## src/rtl/pll_lock_detect.sv

```systemverilog
// rtl/pll_lock_detect.sv - PLL lock detector measuring clock cycles per reference osc period
module pll_lock_detect #(
    parameter int CNT_W      = 7,
    parameter int TOL        = 1,
    parameter int LOCK_CNT   = 8,
    parameter int UNLOCK_CNT = 2
) (
    input  logic             clock,
    input  logic             resetb,
    input  logic             enable,
    input  logic             osc,
    input  logic [4:0]       div,
    input  logic             lost_clr,
    output logic             locked,
    output logic             lost,
    output logic [CNT_W-1:0] meas,
    output logic             meas_valid
);

    typedef enum logic [1:0] {
        IDLE   = 2'd0,
        ARM    = 2'd1,
        ACQ    = 2'd2,
        LOCKED = 2'd3
    } state_t;

    localparam logic [CNT_W-1:0] PCNT_MAX = {CNT_W{1'b1}};
    localparam logic [CNT_W:0]   TOL_V    = (CNT_W+1)'(TOL);
    localparam logic [3:0]       LOCK_V   = 4'(LOCK_CNT);
    localparam logic [3:0]       UNLOCK_V = 4'(UNLOCK_CNT);

    state_t           state;
    logic             sync1, sync2, sync3;
    logic             osc_rise;
    logic [CNT_W-1:0] pcnt;
    logic [4:0]       div_q;
    logic [3:0]       gcnt, bcnt;
    logic [CNT_W:0]   diff, abs_diff;
    logic             sat, good, tracking, div_chg, loss;

    assign osc_rise = sync2 & ~sync3;
    assign sat      = (pcnt == PCNT_MAX);

    // Signed distance between the measured period and the expected ratio, one bit wider than the counter.
    assign diff     = {1'b0, pcnt} - {{(CNT_W-4){1'b0}}, div_q};
    assign abs_diff = diff[CNT_W] ? (~diff + 1'b1) : diff;
    assign good     = !sat && (div_q != 5'd0) && (abs_diff <= TOL_V);

    assign tracking = (state == ACQ) || (state == LOCKED);
    assign div_chg  = tracking && (div != div_q);

    // Loss happens in LOCKED on the final bad window, or immediately when the period counter saturates.
    assign loss = (state == LOCKED) && enable && !div_chg &&
                  (osc_rise ? (!good && (bcnt == UNLOCK_V - 4'd1)) : sat);

    // Two-flop synchroniser for the asynchronous osc, plus a delay flop for rising-edge detection.
    always_ff @(posedge clock) begin
        if (!resetb) begin
            sync1 <= 1'b0;
            sync2 <= 1'b0;
            sync3 <= 1'b0;
        end else begin
            sync1 <= osc;
            sync2 <= sync1;
            sync3 <= sync2;
        end
    end

    // Period counter: restarts at 1 on each osc edge, saturates so a stopped osc is visible.
    always_ff @(posedge clock) begin
        if (!resetb) begin
            pcnt <= '0;
        end else if (state == IDLE) begin
            pcnt <= '0;
        end else if (osc_rise) begin
            pcnt <= CNT_W'(1);
        end else if (!sat) begin
            pcnt <= pcnt + CNT_W'(1);
        end
    end

    // Register the feedback ratio so a change can be detected against the previous cycle.
    always_ff @(posedge clock) begin
        if (!resetb) begin
            div_q <= 5'd0;
        end else begin
            div_q <= div;
        end
    end

    // Capture the completed period on each tracked osc edge, with a one-cycle valid pulse.
    always_ff @(posedge clock) begin
        if (!resetb) begin
            meas       <= '0;
            meas_valid <= 1'b0;
        end else begin
            meas_valid <= osc_rise && tracking;
            if (osc_rise && tracking) begin
                meas <= pcnt;
            end
        end
    end

    // Lock qualification state machine with registered locked/lost outputs.
    always_ff @(posedge clock) begin
        if (!resetb) begin
            state  <= IDLE;
            locked <= 1'b0;
            lost   <= 1'b0;
            gcnt   <= 4'd0;
            bcnt   <= 4'd0;
        end else begin
            if (loss) begin
                lost <= 1'b1;
            end else if (lost_clr) begin
                lost <= 1'b0;
            end

            if (!enable) begin
                state  <= IDLE;
                locked <= 1'b0;
                gcnt   <= 4'd0;
                bcnt   <= 4'd0;
            end else if (div_chg) begin
                state  <= ARM;
                locked <= 1'b0;
                gcnt   <= 4'd0;
                bcnt   <= 4'd0;
            end else begin
                case (state)
                    IDLE: begin
                        state <= ARM;
                    end
                    ARM: begin
                        if (osc_rise) begin
                            state <= ACQ;
                            gcnt  <= 4'd0;
                        end
                    end
                    ACQ: begin
                        if (osc_rise) begin
                            if (good) begin
                                gcnt <= gcnt + 4'd1;
                                if (gcnt == LOCK_V - 4'd1) begin
                                    state  <= LOCKED;
                                    locked <= 1'b1;
                                    bcnt   <= 4'd0;
                                end
                            end else begin
                                gcnt <= 4'd0;
                            end
                        end else if (sat) begin
                            gcnt <= 4'd0;
                        end
                    end
                    LOCKED: begin
                        if (loss) begin
                            state  <= ACQ;
                            locked <= 1'b0;
                            gcnt   <= 4'd0;
                            bcnt   <= 4'd0;
                        end else if (osc_rise) begin
                            bcnt <= good ? 4'd0 : bcnt + 4'd1;
                        end
                    end
                    default: begin
                        state <= IDLE;
                    end
                endcase
            end
        end
    end

endmodule

```

## config.mk

```make
export PLATFORM = sky130hd
export DESIGN_NAME = pll_lock_detect
export DESIGN_NICKNAME = d
export VERILOG_FILES = /design/src/rtl/pll_lock_detect.sv
export SDC_FILE = /design/constraint.sdc
export NUM_CORES = 1
export LEC_CHECK = 0
export BUFFER_PORTS_ARGS = -buffer_cell sky130_fd_sc_hd__buf_2
export CAP_MARGIN = 5
export CELL_PAD_IN_SITES_DETAIL_PLACEMENT = 0
export CELL_PAD_IN_SITES_GLOBAL_PLACEMENT = 2
export CORE_UTILIZATION = 33
export CTS_BUF_LIST = sky130_fd_sc_hd__clkbuf_8
export CTS_CLUSTER_SIZE = 25
export DETAILED_ROUTE_END_ITERATION = 10
export GPL_ROUTABILITY_DRIVEN = 0
export PLACE_DENSITY_LB_ADDON = 0.1
export SYNTH_ARGS = -nofsm -noshare
export SYNTH_HDL_FRONTEND = slang
export SYNTH_SLANG_ARGS = --single-unit
```

## constraint.sdc

```tcl
create_clock -name clock -period 3 [get_ports clock]
set_input_delay 0.6 -clock clock [delete_from_list [all_inputs] [get_ports clock]]
set_output_delay 0.6 -clock clock [all_outputs]
set_load 0.005 [all_outputs]
```

Yosys cells after proc, flatten, opt, wreduce, memory -nomap -nowiden. Cells that the tools add are included. W data, S select, Z words.

Bits in registers: 35. Input port bits: 10. Output and inout port bits: 10. Word-level logic and storage cells: 102.

Add/sub/neg operators: 5. $lt $le $gt $ge: 1. Equal/unequal tests: 20. Multiplexer cells: 31. Bitwise logic cells: 5. Reductions and logical operators: 26.

Operators by type and width (number): $mux W4 (11); $reduce_and A5 Y1 (4); $ne A3 B3 Y1 const B (6); $pmux W4 S3 (1); $mux W1 (10); $mux W2 (5); $ne A2 B2 Y1 const B (5); $add A4 B1 Y4 const B (2); $add A8 B1 Y8 const B (1); $le A8 B1 Y1 const B (1); $logic_and A1 B1 Y1 (8); $mux W8 (1); $not A8 Y8 (1); $pmux W2 S4 (1); $pmux W4 S2 (1); $sub A7 B5 Y8 (1); $add A7 B1 Y7 const B (1); $eq A7 B7 Y1 const B (1); $reduce_or A3 Y1 (2); $ne A5 B5 Y1 (1); $reduce_bool A5 Y1 (1); $eq A2 B2 Y1 const B (2); $eq A4 B1 Y1 const B (1); $eq A4 B3 Y1 const B (1); other kinds (14) (19).

Longest topological paths before layout. Gate-level depths: netlist (run 1).

Depth in word-level cells: 13. Gate-level depth with buffers: 12. Mapped depth without buffers: 12.

Least setup slack after synthesis (run 1). No wires, ideal clock.

Kind: reg-to-reg. Start point: register pcnt[0]. End point: register bcnt[2]. Library setup time: 0.079 ns. Arrival: 2.860 ns. Setup slack: 0.061 ns. Stages on the path, launching flop included: 13. Period minus slack after synthesis: 2.939 ns. Path through: dfxtp_1 > inv_1 > ha_1 > fa_1 > ha_1 > inv_1 > or3_1 > mux2i_1 > o21ai_0 > nand4_2 > nor3_2 > or4b_4 > a211oi_2.

Word-level cells in the longest chain between the ends: 12.

RTL lines: from (decl) (RTL line 35) `logic [CNT_W-1:0] pcnt;`; from (signal assigned) (RTL line 78) `pcnt <= pcnt + CNT_W'(1);`; $sub A7 B5 Y8 (RTL line 45) `assign diff = {1'b0, pcnt} - {{(CNT_W-4){1'b0}}, div_q};`; $not A8 Y8 (RTL line 46) `assign abs_diff = diff[CNT_W] ? (~diff + 1'b1) : diff;`; $add A8 B1 Y8 (RTL line 46); $mux W8 (RTL line 46); $le A8 B1 Y1 (RTL line 47) `assign good = !sat && (div_q != 5'd0) && (abs_diff <= TOL_V);`; $logic_and A1 B1 Y1 (RTL line 47); $logic_not A1 Y1 (RTL line 54) `(osc_rise ? (!good && (bcnt == UNLOCK_V - 4'd1)) : sat);`; $logic_and A1 B1 Y1 (RTL line 54); $mux W1 (RTL line 54); $logic_and A1 B1 Y1 (RTL line 53) `assign loss = (state == LOCKED) && enable && !div_chg &&`; $ne A3 B3 Y1 (no source line) / $mux W4 (equally long branches); $reduce_and A5 Y1 (no source line) / $pmux W4 S2 (equally long branches); to (signal assigned) (RTL line 163) `bcnt <= good ? 4'd0 : bcnt + 4'd1;`; to (decl) (RTL line 37) `logic [3:0] gcnt, bcnt;`.

Several ways; a longest one is shown, not always the timed one. The select of a mux whose other input is x is not followed. A chain may end at the register's enable or synchronous reset.

Worst setup path after layout (run 1).
Start point: register pcnt[0]. End point: register bcnt[0].

Same word-level chain as after synthesis.

==> flow_summary.toml, run 1 <==
[status]
outcome = "finished clean"

[route]
wl_per_cell_um = 13.7
dr.pass1.iters = 4
vias = 1838
postRouteWirelength_um = 4920
detail_route.vias_per_cell = 5.12
first_iter_violations = 51
postRouteAntennaNets = 0
count_of_unresolved_drc_violations_after_routing = 0

[setup_path]
timing.critical_path.slowest_cell_delay_ps = 560
required_time_of_the_critical_path_ps = 3200
nature_of_the_critical_path_endpoint = "flip-flop"
arrival_ps = 3190
crit_chain = "inv_2 -> ha_4 -> fa_1 -> ha_2 -> inv_2 -> or3_1 -> mux2i_2 -> a21oi_1 -> o32a_4 -> nor4_4 -> a2bb2oi_4 -> nor4_2"
crit_path_start_kind = "flip-flop"
timing_worst_setup_path_type = "flip-flop to flip-flop"
critical-path-top-cell-by-count = "sky130_fd_sc_hd__inv_2"
worst-r2r-setup-slack_ps = 10
critPathSlowestCell = "sky130_fd_sc_hd__fa_1"
worstPathMaxFanout = 5

[synth]
synth.lib_cells_used.distinct = 54
synth_enable_flop_cells = 0
yosysSeqAreaShare_pct = 33.7
mappedNetlistNets = 267
syn-instance-count = 246
most_area_consuming_cells_after_synthesis = "sky130_fd_sc_hd__dfxtp_1 (34%), sky130_fd_sc_hd__ha_1 (6.0%), sky130_fd_sc_hd__nand2_1 (5.2%)"
async_flop_share_pct = 0
synth_ff_type = "sky130_fd_sc_hd__dfxtp_1"
syn_area_mm2 = 0.00208
ys_seq_elements = 35
synthesis.area_per_instance_um2 = 8.46
synth_top_cell_area_share_pct = 33.7
synthDominantAreaCellType = "sky130_fd_sc_hd__dfxtp_1"
synth.yosys.warnings = 0

[sta]
finalSetupTns_ps = 0
worst_slew_pin_slew_ps = 850
fin_skew_ps = 8.34
fmax_ghz = 0.335
timing_max_transition_violations_final = 0
hold_violations = 0
finalCritPeriodShare_pct = 99.5
finalCriticalPeriod_ps = 2990
grt_setup_unrepaired = "yes"
setup_violations = 0
max_slew_margin_pct = 43.2

[die]
rows = 28
die_x_um = 81.4
coreArea_mm2 = 0.00599
floorplan.io_pins = 20
die_h_um = 81.4
floorplan.die_area_mm2 = 0.00663
initial_core_util_pct = 34.7

[global_routing]
wire_length_of_the_first_global_routing_pass_um = 8510
maximum_number_of_pins_on_one_net_before_global_route_repair = 20
number_of_antenna_violations_at_the_first_check_in_global_routing = 0
first_global_vias = 1761
groute.usage.overall_pct = 16.5
globalRoute.totalOverflow = 0

[layout]
nets = 304
antenna-diode-count = 0
layout.cells.non_filler = 359
post_route_cells_drive_above_1_share_pct = 26.4
layout.cells.most_common_list = "sky130_fd_sc_hd__dfxtp_1 (33), sky130_fd_sc_hd__nand2_1 (29), sky130_fd_sc_hd__buf_2 (19)"
leading_cell_type_in_the_layout_fill_and_taps_excluded = "sky130_fd_sc_hd__dfxtp_1"
area_growth_pct = 24.4
n_fill_cell = 620

[placement]
placement.io_buffers = 19
post-dp-hpwl_um = 3670
post-place-cells = 346

[power]
vdd.ir_drop.worst_v = 0.000323
static-leakage-power_nw = 1.03
power_density_mw_per_mm2 = 441

[cts]
worst_skew_pair.late_latency_ps = 280
h-tree-depth = 2
cts_tree = "done"
cts_hold_buf = 0
cts_made_buffers = 5
clkTransAtPathRegs_ps = 80
cts_num_sinks = 35
cts.path.max_buffers = 2
ctsRootBufferMaster = "sky130_fd_sc_hd__clkbuf_8"

[worst_hold_path]
worstHoldPathType = "flip-flop to flip-flop"

[job]
drv.max_cap_violation_count = 0
per-stage QoR:
stage	hold WS (ps)	utilization (%)	worst slack [ps]	cell area, um2	total power [mW]
after floorplan	412	-	60.8	2080	0.608
after global placement	415	38.9	-109	2330	0.666
after detailed placement	420	38.9	-59.2	2330	0.661
after CTS	440	41.4	-25.2	2480	1.13
after global routing	449	43.2	-154	2590	1.19
final	436	43.2	14.9	2590	1.14
kinds of logic after synthesis:
kind of cell	count (synthesis)	synth area share (%)
flops	35	33.7
fa+ha+maj	11	6.98
xor+xnor	17	7.16
buf+inv	22	4.63
compound gates	59	20.7
mux	2	0.962
simple gates	100	25.9
flip-flops by register name, indices dropped and copies added, names as in the netlist, 2 cells and up:
register	flops
meas	7
pcnt	7
div_q	5
bcnt	4
gcnt	4
state	2
layer usage:
metal	share of wire [%]	GRT usage (%)
met5	0	0
met4	0.96	4.29
met3	3.2	3.37
met2	44	25.4
met1	52	23.2
Yosys cell counts (4+ instances only):
| master | instances |
|---|---|
| sky130_fd_sc_hd__dfxtp_1 | 35 |
| sky130_fd_sc_hd__nand2_1 | 29 |
| sky130_fd_sc_hd__nor2_1 | 15 |
| sky130_fd_sc_hd__inv_1 | 14 |
| sky130_fd_sc_hd__a21oi_1 | 11 |
| sky130_fd_sc_hd__ha_1 | 10 |
| sky130_fd_sc_hd__o21ai_0 | 10 |
| sky130_fd_sc_hd__and2_1 | 9 |
| sky130_fd_sc_hd__xnor2_1 | 9 |
| sky130_fd_sc_hd__nand3_1 | 8 |
| sky130_fd_sc_hd__xor2_1 | 8 |
| sky130_fd_sc_hd__a21boi_0 | 7 |
| sky130_fd_sc_hd__nor3_1 | 5 |
| sky130_fd_sc_hd__nor4_1 | 5 |
| sky130_fd_sc_hd__or3_1 | 5 |
| sky130_fd_sc_hd__clkbuf_1 | 4 |
| sky130_fd_sc_hd__nor2b_1 | 4 |
| sky130_fd_sc_hd__o211ai_1 | 4 |
worst max-delay path, delay by kind of cell, from the launching register on:
kind	cells	cell delay, ps
compound gates	3	470
simple gates	3	910
mux	1	190
flops	1	330
fa+ha+maj	3	920
buf+inv	2	80
repair_timing:
item,4_1_cts,5_1_grt
pin swaps,3,13
gates resized for setup,4,17
buffers inserted,2,3
endpoints found under the setup margin,10,11
where the power goes:
group | switching, mW | internal (mW) | leakage [nW]
clock | 0.181 | 0.273 | 0.0618
combinational | 0.109 | 0.0999 | 0.682
sequential | 0.00799 | 0.471 | 0.285
total | 0.298 | 0.845 | 1.03
cell type report:
| type | instances | area [um2] | area share, % |
|---|---|---|---|
| Timing Repair Buffer | 38 | 241 | 9.33 |
| Multi-Input combinational cell | 189 | 1380 | 53.1 |
| Sequential cell | 35 | 703 | 27.2 |
| Clock inverter | 2 | 38.8 | 1.50 |
| Tap cell | 75 | 93.8 | 3.63 |
| Clock buffer | 6 | 82.6 | 3.19 |
| Inverter | 14 | 52.6 | 2.03 |
path summary, 6_finish.rpt:
check          start  endpoint  depth (start not counted)
max          pcnt[0]   bcnt[0]                         12
min            sync1     sync2                          1
max reg2reg  pcnt[0]   bcnt[0]                         12
min reg2reg    sync1     sync2                          1
No activity file was read; power rests on OpenSTA's default activity.
==> run 2: changes to the inputs <==
BUFFER_PORTS_ARGS = unset   (was -buffer_cell sky130_fd_sc_hd__buf_2)
CORE_UTILIZATION = 36   (was 33)
DONT_BUFFER_PORTS = 1   (was unset)
==> run 2 against run 1 <==
Clock power is 2% lower. Cell count is 4.7% lower. Die area is 8.1% lower. Critical path depth is 1 higher. Critical path type unchanged. Utilization is 2.9 points higher. First-iteration DRC count is 20% higher. Via count is 2.0% lower. Combinational power is 7% higher. Clock-buffer cell count stayed put. Flip-flop and latch count stayed put.
==> flow_summary.toml, run 2 (synthesized netlist as in run 1, its figures left out) <==
[status]
outcome = "finished clean"

[worst_hold_path]
worst_hold_path.endpoint = "div_q[3]"
worstHoldPathType = "input port to flip-flop"
hold_path_startpoint = "div[3]"
worst_hold_path_depth = 1

[layout]
multi_input_area_mm2 = 0.00141
sequential_cell_area_um2 = 703
layout.cells.most_common_list = "sky130_fd_sc_hd__dfxtp_1 (33), sky130_fd_sc_hd__nand2_1 (29), sky130_fd_sc_hd__buf_4 (23)"
post_route_cells_drive_above_1_share_pct = 22.6
antenna-diode-count = 0
layout.cells.non_filler = 342
reg_top3 = "meas x7, pcnt x7, div_q x5"
leading_cell_type_in_the_layout_fill_and_taps_excluded = "sky130_fd_sc_hd__dfxtp_1"
n_fill_cell = 571
nets = 290
area_growth_pct = 22.8

[setup_path]
timing_worst_setup_path_type = "flip-flop to flip-flop"
worst-r2r-setup-slack_ps = 50
required_time_of_the_critical_path_ps = 3210
nature_of_the_critical_path_endpoint = "flip-flop"
reg2reg_from = "pcnt[0]"
arrival_ps = 3160
crit_path_start_kind = "flip-flop"
worstPathMaxFanout = 5
timing.reg2reg.worst_path_depth = 13
timing.rr.end = "bcnt[2]"

[die]
initial_core_util_pct = 37.6
die_h_um = 78.0
coreArea_mm2 = 0.00554
rows = 27
die_x_um = 78.0
floorplan.die_area_mm2 = 0.00609
floorplan.io_pins = 20

[route]
count_of_unresolved_drc_violations_after_routing = 0
wl_per_cell_um = 14.5
postRouteAntennaNets = 0
detail_route.vias_per_cell = 5.27
dr.pass1.iters = 6
first_iter_violations = 61
vias = 1802
postRouteWirelength_um = 4950

[cts]
cts_num_sinks = 35
worst_skew_pair.late_latency_ps = 290
h-tree-depth = 2
cts_tree = "done"
ctsRootBufferMaster = "sky130_fd_sc_hd__clkbuf_8"
cts_made_buffers = 5
cts.path.max_buffers = 2
cts_hold_buf = 0
clkTransAtPathRegs_ps = 80

[sta]
finalCritPeriodShare_pct = 98.2
worst_slew_pin_slew_ps = 887
grt_setup_unrepaired = "yes"
hold_violations = 0
timing_max_transition_violations_final = 0
fin_skew_ps = 6.24
max_slew_margin_pct = 40.7
finalCriticalPeriod_ps = 2950
fmax_ghz = 0.340
setup_violations = 0

[global_routing]
maximum_number_of_pins_on_one_net_before_global_route_repair = 20
groute.usage.overall_pct = 17.4
number_of_antenna_violations_at_the_first_check_in_global_routing = 0
wire_length_of_the_first_global_routing_pass_um = 8270
first_global_vias = 1694
globalRoute.totalOverflow = 0

[power]
power_density_mw_per_mm2 = 448
vdd.ir_drop.worst_v = 0.000324
design_power_total_mw = 1.15
static-leakage-power_nw = 0.969

[placement]
post-place-cells = 328
post-dp-hpwl_um = 3620
placement.io_buffers = 0

[job]
drv.max_cap_violation_count = 0
## run 2: cell types whose count changed in the layout (fill, tap and decap cells not counted), sizes merged
| cell | previous run | this run |
|---|---|---|
| buf | 38 | 24 |
| clkinv | 0 | 1 |
| inv | 15 | 14 |
## run 2: final cells by class
cell class              instances  share of cell area (%)
clock buffers                   6                    3.23
inverters                      14                    2.06
repair buffers                 24                    7.20
well taps                      72                    3.53
flip-flops and latches         35                    27.5
multi-input cells             189                    55.1
clock inverters                 2                    1.37
## run 2: worst max-delay path by stage
stage | end | from
floorplan | bcnt[2] | pcnt[0]
global placement | bcnt[1] | pcnt[0]
detailed placement | bcnt[1] | pcnt[0]
CTS | bcnt[2] | pcnt[0]
global route | bcnt[1] | pcnt[0]
finish | bcnt[2] | pcnt[0]
## run 2: per-layer routing
| layer | GRT usage [%] | share of wire [%] | up-vias |
|---|---|---|---|
| met5 | 0 | 0 | - |
| met4 | 7.78 | 1.9 | 0 |
| met3 | 4.30 | 4.0 | 9 |
| met2 | 24.9 | 43 | 31 |
| met1 | 24.6 | 51 | 839 |
| li1 | - | - | 923 |
## run 2: what timing repair did
| action | CTS | global route |
|---|---|---|
| buffers inserted | 0 | 6 |
| pin swaps | 0 | 12 |
| setup endpoints to repair | 2 | 11 |
| resized for setup | 2 | 23 |
## run 2: stage by stage
| stage | TNS [ps] | utilization (%) | setup WS, ps | instance area (um2) | hold slack, ps |
|---|---|---|---|---|---|
| after floorplan | 0 | - | 60.8 | 2080 | 412 |
| after global placement | 0 | 40.8 | 78.6 | 2260 | 417 |
| after detailed placement | 0 | 40.8 | 18.8 | 2260 | 425 |
| after CTS | 0 | 43.2 | 8.92 | 2390 | 412 |
| after global routing | -202 | 46.1 | -89.4 | 2550 | 413 |
| final | 0 | 46.1 | 54.5 | 2550 | 427 |
## run 2: where the power goes
group | leakage, nW | internal [mW] | total (mW) | switching (mW)
logic | 0.622 | 0.111 | 0.223 | 0.112
registers | 0.285 | 0.471 | 0.480 | 0.00836
clock network | 0.0612 | 0.269 | 0.443 | 0.174
total | 0.969 | 0.851 | 1.15 | 0.294
## run 2: worst max-delay path, stage by stage, from the launching register on
cell,delay (ps)
sky130_fd_sc_hd__dfxtp_2,340
sky130_fd_sc_hd__inv_2,40
sky130_fd_sc_hd__ha_4,160
sky130_fd_sc_hd__fa_2,600
sky130_fd_sc_hd__ha_4,140
sky130_fd_sc_hd__inv_2,30
sky130_fd_sc_hd__or3_4,330
sky130_fd_sc_hd__mux2i_4,170
sky130_fd_sc_hd__a21oi_2,80
sky130_fd_sc_hd__o32a_4,240
sky130_fd_sc_hd__nor4_4,340
sky130_fd_sc_hd__a2bb2oi_4,120
sky130_fd_sc_hd__buf_4,160
sky130_fd_sc_hd__a211oi_2,120
==> run 3: changes to the inputs <==
CORE_UTILIZATION = 40   (was 36)
clock period = 3.25 ns   (was 3 ns; I/O delays follow)
==> run 3 against run 2 <==
Sequential share of layout area is 3.3 points higher. Worst hold slack better by 20 ps. Largest power group unchanged. Fmax is 4.1% lower. Register-to-register slack better by 120 ps. Clock power is 22% lower. First-iteration DRC count is 43% higher. Power is 19% lower. Die area is 9.7% lower. Critical endpoint is now bcnt[1]. Sequential power is 7.9% lower. Highest routed layer unchanged.
==> flow_summary.toml, run 3 (synthesized netlist as in run 1, its figures left out) <==
[global_routing]
grtUsageMet1_pct = 24.5
grt_util_met3_pct = 5.28
first_global_vias = 1644
wire_length_of_the_first_global_routing_pass_um = 7690
number_of_antenna_violations_at_the_first_check_in_global_routing = 0
maximum_number_of_pins_on_one_net_before_global_route_repair = 20
globalRoute.totalOverflow = 0
globalRouteMet2Util_pct = 27.4
groute.usage.overall_pct = 18.3
top_usage_layer = "met2"

[layout]
leading_cell_type_in_the_layout_fill_and_taps_excluded = "sky130_fd_sc_hd__dfxtp_1"
nets = 268
post_route_cells_drive_above_1_share_pct = 11.3
finalCoreUtilization_pct = 46.8
antenna-diode-count = 0
layout.cells.non_filler = 315
area_growth_pct = 9.14
layout.cells.most_common_list = "sky130_fd_sc_hd__dfxtp_1 (35), sky130_fd_sc_hd__nand2_1 (29), sky130_fd_sc_hd__nor2_1 (15)"
final_area_mm2 = 0.00227
n_fill_cell = 473
reg_top3 = "meas x7, pcnt x7, div_q x5"

[route]
dr.pass1.iters = 4
postRouteWirelength_um = 4500
count_of_unresolved_drc_violations_after_routing = 0
first_iter_violations = 87
wl_per_cell_um = 14.3
vias = 1716
detail_route.vias_per_cell = 5.45
postRouteAntennaNets = 0

[status]
outcome = "finished clean"

[sta]
max_slew_margin_pct = 57.8
fin_skew_ps = 5.11
finalCritPeriodShare_pct = 94.6
finalSetupTns_ps = 0
worst_slack_ps = 177
finalCriticalPeriod_ps = 3070
final.hold.worst_slack_ps = 447
worst_slew_pin_slew_ps = 632
grt_setup_unrepaired = "yes"
fmax_ghz = 0.325
hold_violations = 0
timing_max_transition_violations_final = 0
setup_violations = 0

[setup_path]
cp-endpoint = "bcnt[1]"
nature_of_the_critical_path_endpoint = "flip-flop"
crit_chain = "inv_1 -> ha_1 -> fa_1 -> ha_1 -> inv_1 -> or3_1 -> mux2i_1 -> a21oi_1 -> o32a_2 -> nor4_2 -> a2bb2oi_2 -> nor4_1"
worst-path-stages = 12
cp-startpoint = "pcnt[0]"
critPathSlowestCell = "sky130_fd_sc_hd__fa_1"
crit_path_start_kind = "flip-flop"
timing_worst_setup_path_type = "flip-flop to flip-flop"
timing.rr.end = "bcnt[1]"
timing.critical_path.slowest_cell_delay_ps = 530
critical_path.top_delay_family = "adder cells"
worstPathMaxFanout = 7
arrival_ps = 3260
worst-r2r-setup-slack_ps = 180
reg2reg_from = "pcnt[0]"
required_time_of_the_critical_path_ps = 3440
critical_path_buf_inv_count = 2
timing.reg2reg.worst_path_depth = 12

[placement]
placement.io_buffers = 0
post_dp_cell_area_mm2 = 0.00214
place_ws_ps = 157
post-dp-hpwl_um = 3510
post-place-cells = 307

[cts]
cts_made_buffers = 5
cts_hold_buf = 0
cts_tree = "done"
ctsRootBufferMaster = "sky130_fd_sc_hd__clkbuf_8"
clkTransAtPathRegs_ps = 70
post_cts.repair.setup_buffers = 0
cts.path.max_buffers = 2
cts_num_sinks = 35
worst_skew_pair.late_latency_ps = 280
h-tree-depth = 2

[job]
drv.max_cap_violation_count = 0

[die]
coreArea_mm2 = 0.00485
floorplan.io_pins = 20
die_h_um = 74.1
floorplan.die_area_mm2 = 0.00549
initial_core_util_pct = 42.9
die_x_um = 74.1
rows = 25

[worst_hold_path]
worstHoldPathType = "flip-flop to flip-flop"

[power]
power_density_mw_per_mm2 = 408
vdd.ir_drop.worst_v = 0.000258
design_power_total_mw = 0.926
static-leakage-power_nw = 0.832
[run 3: final cells by class]
cell class	instances	area [um2]	share of cell area (%)
clock buffers	7	96.3	4.24
clock inverters	1	7.51	0.331
inverters	14	52.6	2.31
multi-input cells	189	1320	57.9
flip-flops and latches	35	701	30.9
well taps	67	83.8	3.69
repair buffers	2	15.0	0.661
[run 3: what timing repair did]
item                                    in CTS  in global routing
endpoints found under the hold margin        0                  0
resized for setup                            0                  5
endpoints found under the setup margin       0                  8
[run 3: worst min path at each step]
stage	startpoint	end	cells past startpoint
3_3_place_gp	sync1	sync2	1
5_1_grt	sync1	sync2	1
2_1_floorplan	sync1	sync2	1
6_report	sync1	sync2	1
3_5_place_dp	sync1	sync2	1
4_1_cts	sync1	sync2	1
[run 3: worst reg2reg max path: stages (launching register included)]
cell and delay (ps):
sky130_fd_sc_hd__dfxtp_1 330, sky130_fd_sc_hd__inv_1 40, sky130_fd_sc_hd__ha_1 210, sky130_fd_sc_hd__fa_1 530, sky130_fd_sc_hd__ha_1 200, sky130_fd_sc_hd__inv_1 70, sky130_fd_sc_hd__or3_1 330, sky130_fd_sc_hd__mux2i_1 170
sky130_fd_sc_hd__a21oi_1 90, sky130_fd_sc_hd__o32a_2 290, sky130_fd_sc_hd__nor4_2 300, sky130_fd_sc_hd__a2bb2oi_2 150, sky130_fd_sc_hd__nor4_1 270
[run 3: power by group]
part,internal (mW),switching [mW],total [mW]
Sequential,0.435,0.00739,0.442
Clock,0.193,0.152,0.345
Combinational,0.0565,0.0820,0.139
[run 3: per-layer routing]
| metal | vias to the layer above | wire length, um |
|---|---|---|
| met4 | 0 | 31 |
| met1 | 792 | 2230 |
| li1 | 884 | - |
| met2 | 36 | 2020 |
| met3 | 4 | 211 |
| met5 | - | 0 |
